File: src/rtl/stonyman_pixel_sequencer_pkg.sv
// Shared definitions for the Stonyman pixel sequencer: FSM states, sensor
// pointer indices, pin-select encoding and counter widths.
package stonyman_defs;

    localparam int CNT_W    = 7;
    localparam int NUM_PINS = 4;

    // Sensor register pointer values after RESP/INCP
    localparam int PTR_COL = 0;
    localparam int PTR_ROW = 1;

    typedef enum logic [1:0] {
        PIN_RESP = 2'd0,
        PIN_INCP = 2'd1,
        PIN_RESV = 2'd2,
        PIN_INCV = 2'd3
    } pin_sel_e;

    typedef enum logic [3:0] {
        S_IDLE,
        S_ROW_PTR,
        S_ROW_VAL,
        S_COL_PTR,
        S_SETTLE,
        S_CAPTURE,
        S_WAIT_DONE,
        S_COL_STEP,
        S_DONE
    } state_e;

    function automatic logic [NUM_PINS-1:0] pin_onehot(input pin_sel_e sel);
        logic [NUM_PINS-1:0] v;
        v      = '0;
        v[sel] = 1'b1;
        return v;
    endfunction

endpackage

File: src/rtl/stonyman_pulse_gen.sv
// Emits N pulses on one selected sensor pin, each PULSE_CYCLES high then
// PULSE_CYCLES low. o_done flags the final low cycle so a follow-on go
// can start the next burst with no idle gap.
module stonyman_pulse_gen
    import stonyman_defs::*;
#(
    parameter int PULSE_CYCLES = 2
) (
    input  logic                clk,
    input  logic                reset,
    input  pin_sel_e            i_sel,
    input  logic [CNT_W-1:0]    i_count,
    input  logic                i_go,
    output logic [NUM_PINS-1:0] o_pins,
    output logic                o_done
);

    localparam int TW = (PULSE_CYCLES > 1) ? $clog2(PULSE_CYCLES) : 1;
    localparam logic [TW-1:0] T_LOAD = TW'(PULSE_CYCLES - 1);

    pin_sel_e            r_sel;
    logic [NUM_PINS-1:0] r_pins;
    logic [TW-1:0]       r_timer;
    logic [CNT_W-1:0]    r_left;
    logic                r_high;
    logic                r_active;

    always_ff @(posedge clk or posedge reset) begin
        if (reset) begin
            r_sel    <= PIN_RESP;
            r_pins   <= '0;
            r_timer  <= '0;
            r_left   <= '0;
            r_high   <= 1'b0;
            r_active <= 1'b0;
        end else if (i_go && i_count != '0) begin
            r_sel    <= i_sel;
            r_pins   <= pin_onehot(i_sel);
            r_timer  <= T_LOAD;
            r_left   <= i_count - 1'b1;
            r_high   <= 1'b1;
            r_active <= 1'b1;
        end else if (r_active) begin
            if (r_timer != '0) begin
                r_timer <= r_timer - 1'b1;
            end else if (r_high) begin
                r_pins  <= '0;
                r_high  <= 1'b0;
                r_timer <= T_LOAD;
            end else if (r_left != '0) begin
                r_left  <= r_left - 1'b1;
                r_pins  <= pin_onehot(r_sel);
                r_high  <= 1'b1;
                r_timer <= T_LOAD;
            end else begin
                r_active <= 1'b0;
            end
        end
    end

    assign o_pins = r_pins;
    assign o_done = r_active && !r_high && (r_timer == '0) && (r_left == '0);

endmodule

File: src/rtl/stonyman_pixel_sequencer.sv
// Raster-scans one Stonyman frame: positions the sensor row/column through
// RESP/INCP/RESV/INCV, settles, then handshakes each pixel with adc_controller.
module stonyman_pixel_sequencer
    import stonyman_defs::*;
#(
    parameter int ROWS          = 112,
    parameter int COLS          = 112,
    parameter int PULSE_CYCLES  = 2,
    parameter int SETTLE_CYCLES = 20
) (
    input  logic clk,
    input  logic reset,
    input  logic frame_start,
    output logic frame_busy,
    output logic frame_done,
    output logic resp,
    output logic incp,
    output logic resv,
    output logic incv,
    output logic adc_capture_start,
    input  logic adc_capture_done
);

    localparam int SW = $clog2(SETTLE_CYCLES + 1);
    localparam logic [SW-1:0]    SETTLE_LOAD = SW'(SETTLE_CYCLES - 1);
    localparam logic [CNT_W-1:0] LAST_ROW    = CNT_W'(ROWS - 1);
    localparam logic [CNT_W-1:0] LAST_COL    = CNT_W'(COLS - 1);
    // RESP leaves the pointer at column select; this many INCPs reach row select
    localparam logic [CNT_W-1:0] ROW_PTR_INCS = CNT_W'(PTR_ROW - PTR_COL);

    state_e           r_state, w_state_n;
    logic             r_phase, w_phase_n;
    logic [CNT_W-1:0] r_row, w_row_n;
    logic [CNT_W-1:0] r_col, w_col_n;
    logic [SW-1:0]    r_settle, w_settle_n;
    logic             r_busy, r_fdone, r_cap;

    logic                w_go;
    pin_sel_e            w_sel;
    logic [CNT_W-1:0]    w_cnt;
    logic                w_pg_done;
    logic [NUM_PINS-1:0] w_pins;

    stonyman_pulse_gen #(
        .PULSE_CYCLES(PULSE_CYCLES)
    ) u_pulse (
        .clk     (clk),
        .reset   (reset),
        .i_sel   (w_sel),
        .i_count (w_cnt),
        .i_go    (w_go),
        .o_pins  (w_pins),
        .o_done  (w_pg_done)
    );

    always_ff @(posedge clk or posedge reset) begin
        if (reset) begin
            r_state  <= S_IDLE;
            r_phase  <= 1'b0;
            r_row    <= '0;
            r_col    <= '0;
            r_settle <= '0;
            r_busy   <= 1'b0;
            r_fdone  <= 1'b0;
            r_cap    <= 1'b0;
        end else begin
            r_state  <= w_state_n;
            r_phase  <= w_phase_n;
            r_row    <= w_row_n;
            r_col    <= w_col_n;
            r_settle <= w_settle_n;
            r_busy   <= (w_state_n != S_IDLE);
            r_fdone  <= (w_state_n == S_DONE);
            r_cap    <= (w_state_n == S_CAPTURE);
        end
    end

    // Each pulse burst is launched on the edge that enters its state, and the
    // next burst on the previous one's final low cycle, so bursts abut.
    always_comb begin
        w_state_n  = r_state;
        w_phase_n  = r_phase;
        w_row_n    = r_row;
        w_col_n    = r_col;
        w_settle_n = r_settle;
        w_go       = 1'b0;
        w_sel      = PIN_RESP;
        w_cnt      = CNT_W'(1);
        case (r_state)
            S_IDLE: begin
                if (frame_start) begin
                    w_state_n = S_ROW_PTR;
                    w_phase_n = 1'b0;
                    w_row_n   = '0;
                    w_go      = 1'b1;
                    w_sel     = PIN_RESP;
                end
            end
            S_ROW_PTR: begin
                if (w_pg_done) begin
                    w_go = 1'b1;
                    if (!r_phase) begin
                        w_sel     = PIN_INCP;
                        w_cnt     = ROW_PTR_INCS;
                        w_phase_n = 1'b1;
                    end else begin
                        w_sel     = PIN_RESV;
                        w_state_n = S_ROW_VAL;
                        w_phase_n = 1'b0;
                    end
                end
            end
            S_ROW_VAL: begin
                if (w_pg_done) begin
                    w_go = 1'b1;
                    if (!r_phase && r_row != '0) begin
                        w_sel     = PIN_INCV;
                        w_cnt     = r_row;
                        w_phase_n = 1'b1;
                    end else begin
                        w_sel     = PIN_RESP;
                        w_state_n = S_COL_PTR;
                        w_phase_n = 1'b0;
                    end
                end
            end
            S_COL_PTR: begin
                if (w_pg_done) begin
                    if (!r_phase) begin
                        w_go      = 1'b1;
                        w_sel     = PIN_RESV;
                        w_phase_n = 1'b1;
                    end else begin
                        w_state_n  = S_SETTLE;
                        w_phase_n  = 1'b0;
                        w_col_n    = '0;
                        w_settle_n = SETTLE_LOAD;
                    end
                end
            end
            S_SETTLE: begin
                if (r_settle == '0) w_state_n  = S_CAPTURE;
                else                w_settle_n = r_settle - 1'b1;
            end
            S_CAPTURE: w_state_n = S_WAIT_DONE;
            S_WAIT_DONE: begin
                if (adc_capture_done) begin
                    if (r_col < LAST_COL) begin
                        w_col_n   = r_col + 1'b1;
                        w_state_n = S_COL_STEP;
                        w_go      = 1'b1;
                        w_sel     = PIN_INCV;
                    end else if (r_row < LAST_ROW) begin
                        w_row_n   = r_row + 1'b1;
                        w_state_n = S_ROW_PTR;
                        w_phase_n = 1'b0;
                        w_go      = 1'b1;
                        w_sel     = PIN_RESP;
                    end else begin
                        w_state_n = S_DONE;
                    end
                end
            end
            S_COL_STEP: begin
                if (w_pg_done) begin
                    w_state_n  = S_SETTLE;
                    w_settle_n = SETTLE_LOAD;
                end
            end
            S_DONE:  w_state_n = S_IDLE;
            default: w_state_n = S_IDLE;
        endcase
    end

    assign resp              = w_pins[PIN_RESP];
    assign incp              = w_pins[PIN_INCP];
    assign resv              = w_pins[PIN_RESV];
    assign incv              = w_pins[PIN_INCV];
    assign frame_busy        = r_busy;
    assign frame_done        = r_fdone;
    assign adc_capture_start = r_cap;

endmodule

File: config.mk
export PLATFORM = sky130hd
export DESIGN_NAME = stonyman_pixel_sequencer
export DESIGN_NICKNAME = d
export VERILOG_FILES = /design/src/rtl/stonyman_pixel_sequencer_pkg.sv /design/src/rtl/stonyman_pulse_gen.sv /design/src/rtl/stonyman_pixel_sequencer.sv
export SDC_FILE = /design/constraint.sdc
export NUM_CORES = 1
export LEC_CHECK = 0
export BUFFER_PORTS_ARGS = -buffer_cell sky130_fd_sc_hd__buf_2
export CAP_MARGIN = 20
export CORE_ASPECT_RATIO = 0.6
export CORE_MARGIN = 10
export CORE_UTILIZATION = 58
export DETAILED_ROUTE_END_ITERATION = 16
export PLACE_DENSITY_LB_ADDON = 0.1
export SLEW_MARGIN = 15
export SYNTH_ARGS = -nofsm -noshare
export SYNTH_HDL_FRONTEND = slang
export SYNTH_SLANG_ARGS = --single-unit
export TNS_END_PERCENT = 50
File: constraint.sdc
create_clock -name clk -period 6.9 [get_ports clk]
set_clock_uncertainty 0.15 [all_clocks]
set_input_delay 0.69 -clock clk [delete_from_list [all_inputs] [get_ports clk]]
set_output_delay 0.69 -clock clk [all_outputs]
set_load 0.01 [all_outputs]
Yosys cells after proc, flatten, opt, wreduce, memory -nomap -nowiden
Cells that the tools add are included.

Flip-flop bits (word level): 43. Input bits: 4. Output and inout bits: 7. Logic and storage cells: 163.

Add/sub/neg operators: 6. Order comparisons: 6. Eq/ne operators: 22. Multiplexer cells: 82. Bitwise logic cells: 1. Reductions and logical operators: 32.

Operator list (number): 7-bit two-way mux (16); 4-bit two-way mux (17); 4-bit one-hot mux with 8 select lines (1); 1-bit two-way mux (28); 7-bit one-hot mux with 2 select lines (2); 7-bit nonzero test (3); 4-bit by 3-bit == test with 1-bit output, second input constant (5); 5-bit two-way mux (4); 2-bit inequality test, second input constant (9); 2-bit two-way mux (8); 5-bit one-hot mux with 3 select lines (1); 5-bit AND reduction (3); 7-bit by 1-bit adder with 7-bit output, second input constant (2); 7-bit less-than comparator, second input constant (2); 7-bit by 1-bit subtractor with 7-bit output, second input constant (2); 4-bit by 2-bit == test with 1-bit output, second input constant (2); 2-bit by 1-bit inequality test with 1-bit output, second input constant (4); 1-bit one-hot mux with 4 select lines (2); 2-bit one-hot mux with 4 select lines (1); 2-bit nonzero test (4); 4-bit nonzero test (2); 1-bit logical AND (7); 7-bit logical NOT (1); 7-bit AND reduction (1); 16 further kinds (22).

Longest topological paths before layout
Depth after elaboration: 11. Depth in mapped cells: 14. Depth with buffers taken out: 12.

Modules after synthesis
A second synthesis with hierarchy kept.

Cell total of the unflattened synthesis: 308. Area, all modules: 2830.2 um^2.

Modules (own cells, without submodules): stonyman_pixel_sequencer (instances 1, cells an instance 192, area each 1775.5 um^2, seq. area each 675.6 um^2); stonyman_pulse_gen (instances 1, cells an instance 116, area each 1054.8 um^2, seq. area each 400.4 um^2).

Worst setup path after synthesis
Ideal clock, no wire load.

Kind: reg2reg. Start point: reg r_state[3]. End point: reg u_pulse.r_left[6]. Data arrival time: 3.162 ns. Required time: 6.624 ns. Path slack: 3.461 ns. Stages on the path, launching flop included: 14. Path buffers: 2. Clock period less this slack: 3.439 ns. Cells stage by stage: dfrtp_1 > buf_2 > nor4b_1 > nand4_1 > nor4_2 > a21o_2 > buf_4 > nor2_1 > a21oi_1 > ha_1 > o21ai_2 > or4b_1 > and3_1 > a311o_1.

Longest elaborated chain between the ends: 6. Elaborated cells on any way between the ends: 17. Those cells by class: add/sub (1); eq/ne (6); mux (3); reduce/logical (7).

Ends and longest elaborated chain: from (decl) (line stonyman_pixel_sequencer.sv:31) `state_e r_state, w_state_n;`; from (signal assigned) (line stonyman_pixel_sequencer.sv:67) `r_state <= w_state_n;`; parallel branches: the longest is 6 deep, another holds 7-bit by 1-bit subtractor with 7-bit output; to (signal assigned) (line stonyman_pulse_gen.sv:40) `r_left <= i_count - 1'b1;`; to (signal assigned) (line stonyman_pulse_gen.sv:51) `r_left <= r_left - 1'b1;`; to (decl) (line stonyman_pulse_gen.sv:24) `logic [CNT_W-1:0] r_left;`.

Several ways; the timed one is not identified. A chain may end at the register's enable or synchronous reset.

Worst setup path after layout
Start point: reg r_state[1]. End point: reg u_pulse.r_left[6].

The elaborated chain is that of the path after synthesis.

==> qor.csv <==
metric,value,unit
io_buffers,10,
syn_nets,298,
power_leakage,1.20,nW
cts-htree-levels,2,
initial_utilization,61.7,%
cellPowerDensity,366,nW/um^2
grt_setup_unrepaired,false,
reg2reg_slack,2.87,ns
synthMuxAreaShare,2.54,%
setup_viol,0,
critPathKind,reg -> reg,
hold_path.class,in -> async,
finalHoldViolCount,0,
synth.avg_cell_area,9.04,um^2
viasPerCell,6.06,
max-slew-margin-rel,49.7,%
ctsResizeCount,0,
die_h,72,um
die_w,107,um
first_iter_violations,277,
synthFlopType,dfrtp_1,
final_cell_area,2760,um^2
grt_pass1_vias,1931,
worst_pin_slew,0.749,ns
gp_congestion,0.861,
synth-xor-area-share,4.02,%
cp.arrival,4.05,ns
dpl_cell_area,2660,um^2
required,6.92,ns
clkSinkCount,43,
min_period_over_period,58.4,%
final_core_util,65.1,%
period_needed,4.03,ns
drcViolationCount,0,
status,finished clean,
post_cts_buffers,0,
grt_max_degree,40,
synth-seq-cells,43,
finalSetupTns,0,ns
synthSimpleGateAreaFrac,27.6,%
ir_worst_vdd,0.000218,V
async_flop_share,100,%
antenna_found_initial,0,
cts_buffers,5,
path_cells,nor4b_1 > nand4_1 > nor4_2 > a21o_2 > nor2_1 > a21oi_1 > ha_1 > o21ai_2 > or4b_1 > and3_1 > a311o_1,
critPathLaunchType,flip-flop,
synth_edf_count,0,
crit_start,r_state[1],
fin_hold_ws,0.0842,ns
timing.fmax,248,MHz
r2r-start,r_state[1],
gr-total-overflow,0,
layout-drive-gt1-share,14.2,%
layout_commonest_cell,dfrtp_1,
endpoint_kind,flip-flop,
synthesis.area,2610,um^2
yosysSeqAreaShare,41.2,%
hpwlAfterDp,4.06,mm
fp-row-count,18,
mostFrequentLayoutCells,"43 x dfrtp_1, 32 x nor2_1, 30 x nand2_1, 20 x o21ai_0",
wl_per_cell,15.8,um
cts_root_buf,clkbuf_8,
wl,5.62,mm
hold_buffers,0,
synth_compound_area_share,17.4,%
layout.nets,303,
timing.rr.end,u_pulse.r_left[6],
syn_inst,289,
drv_slew,0,
ant_nets,0,
r2r_cells,11,
dr.pass1.iters,5,
track_usage,15.0,%
yosysWarnings,0,
drv_cap,0,
clock_latency,0.30,ns
clock_path_buffers,2,
path_max_fanout,25,
antenna_cells,0,
ys_types,65,
clk_pin_slew,0.09,ns
grt_pass1_wl,9.58,mm
synth_top_family_by_area,simple AND/OR/NAND/NOR gates,
vias,2150,
coreArea,4230,um^2
netlist_top_cells_area,"dfrtp_1 41%, nor2_1 4.6%, nand2_1 4.3%",
die-area,7680,um^2
synth_adder_area_share,2.39,%
cts_tree,done,
slowest_delay,0.66,ns
synth.top_cell.area_share,41.2,%
worst_path_max_delay_cell,dfrtp_1,
ios,11,
syn2layout_area_growth,5.41,%
fillers,383,
yosys.area.top_type,dfrtp_1,
per-stage QoR:
stage | setup slack, ns | std cells | power [mW]
detailed placement | 2.97 | 347 | 0.837
CTS | 2.90 | 355 | 1.01
global placement | 3.06 | 347 | 0.828
floorplan | 3.46 | 289 | 0.751
finish | 2.87 | 355 | 1.01
global route | 2.51 | 355 | 1.09
power breakdown:
part | internal [mW] | switching, mW
sequential | 0.330 | 0.117
combinational | 0.174 | 0.218
clock | 0.0821 | 0.0869
final cells by class:
class                      count  area, um^2  area share [%]
clock buffer                   7        86.3            3.13
clock inverter                 1        8.76           0.318
inverter                      11        41.3            1.50
multi-input combinational    222        1410            51.2
sequential                    43        1080            39.1
tap                           60        75.1            2.72
timing repair buffer          11        57.6            2.09
worst max-delay path by stage:
stage	end	slack, ns
floorplan	u_pulse.r_left[6]	3.46
global placement	u_pulse.r_left[6]	3.06
detailed placement	u_pulse.r_left[6]	2.97
CTS	u_pulse.r_left[6]	2.90
global route	u_pulse.r_left[6]	2.51
finish	u_pulse.r_left[6]	2.87
worst max-delay path: cells and delay by family (launching register included):
kind | cells | cell delay (ns)
flops | 1 | 0.66
simple gates | 6 | 1.82
compound gates | 4 | 0.96
fa+ha+maj | 1 | 0.32
logic make-up after synthesis:
family                   count (synthesis)
multiplexers                             6
AO/OA/AOI/OAI                           68
flip-flops                              43
buffers and inverters                   24
XOR/XNOR                                12
adder cells (fa/ha/maj)                  5
AND/OR/NAND/NOR                        131
sequential cells by signal (all words and copies together), names as in the netlist, 2 cells and up:
register        flops
r_row               7
u_pulse.r_sel       2
r_col               7
u_pulse.o_pins      4
r_settle            5
u_pulse.r_left      7
r_state             4
cells in the mapped netlist (all sizes together) (5+ instances only):
cell / instances
nor4: 7
a21oi: 12
inv: 11
nor2: 32
ha: 5
nand2: 30
dfrtp: 43
nor3: 7
and3: 9
nand4: 8
a21o: 6
mux2: 5
buf: 9
o21ai: 22
nand3: 12
xor2: 9
metal layers:
metal / GRT usage [%] / share of wire, % / up-vias
met5: 0 / 0 / -
met4: 3.74 / 0.75 / 0
met3: 3.97 / 6.6 / 7
met2: 19.3 / 40 / 56
met1: 23.5 / 53 / 1025
li1: - / - / 1062
No activity file was read; power rests on OpenSTA's default activity.
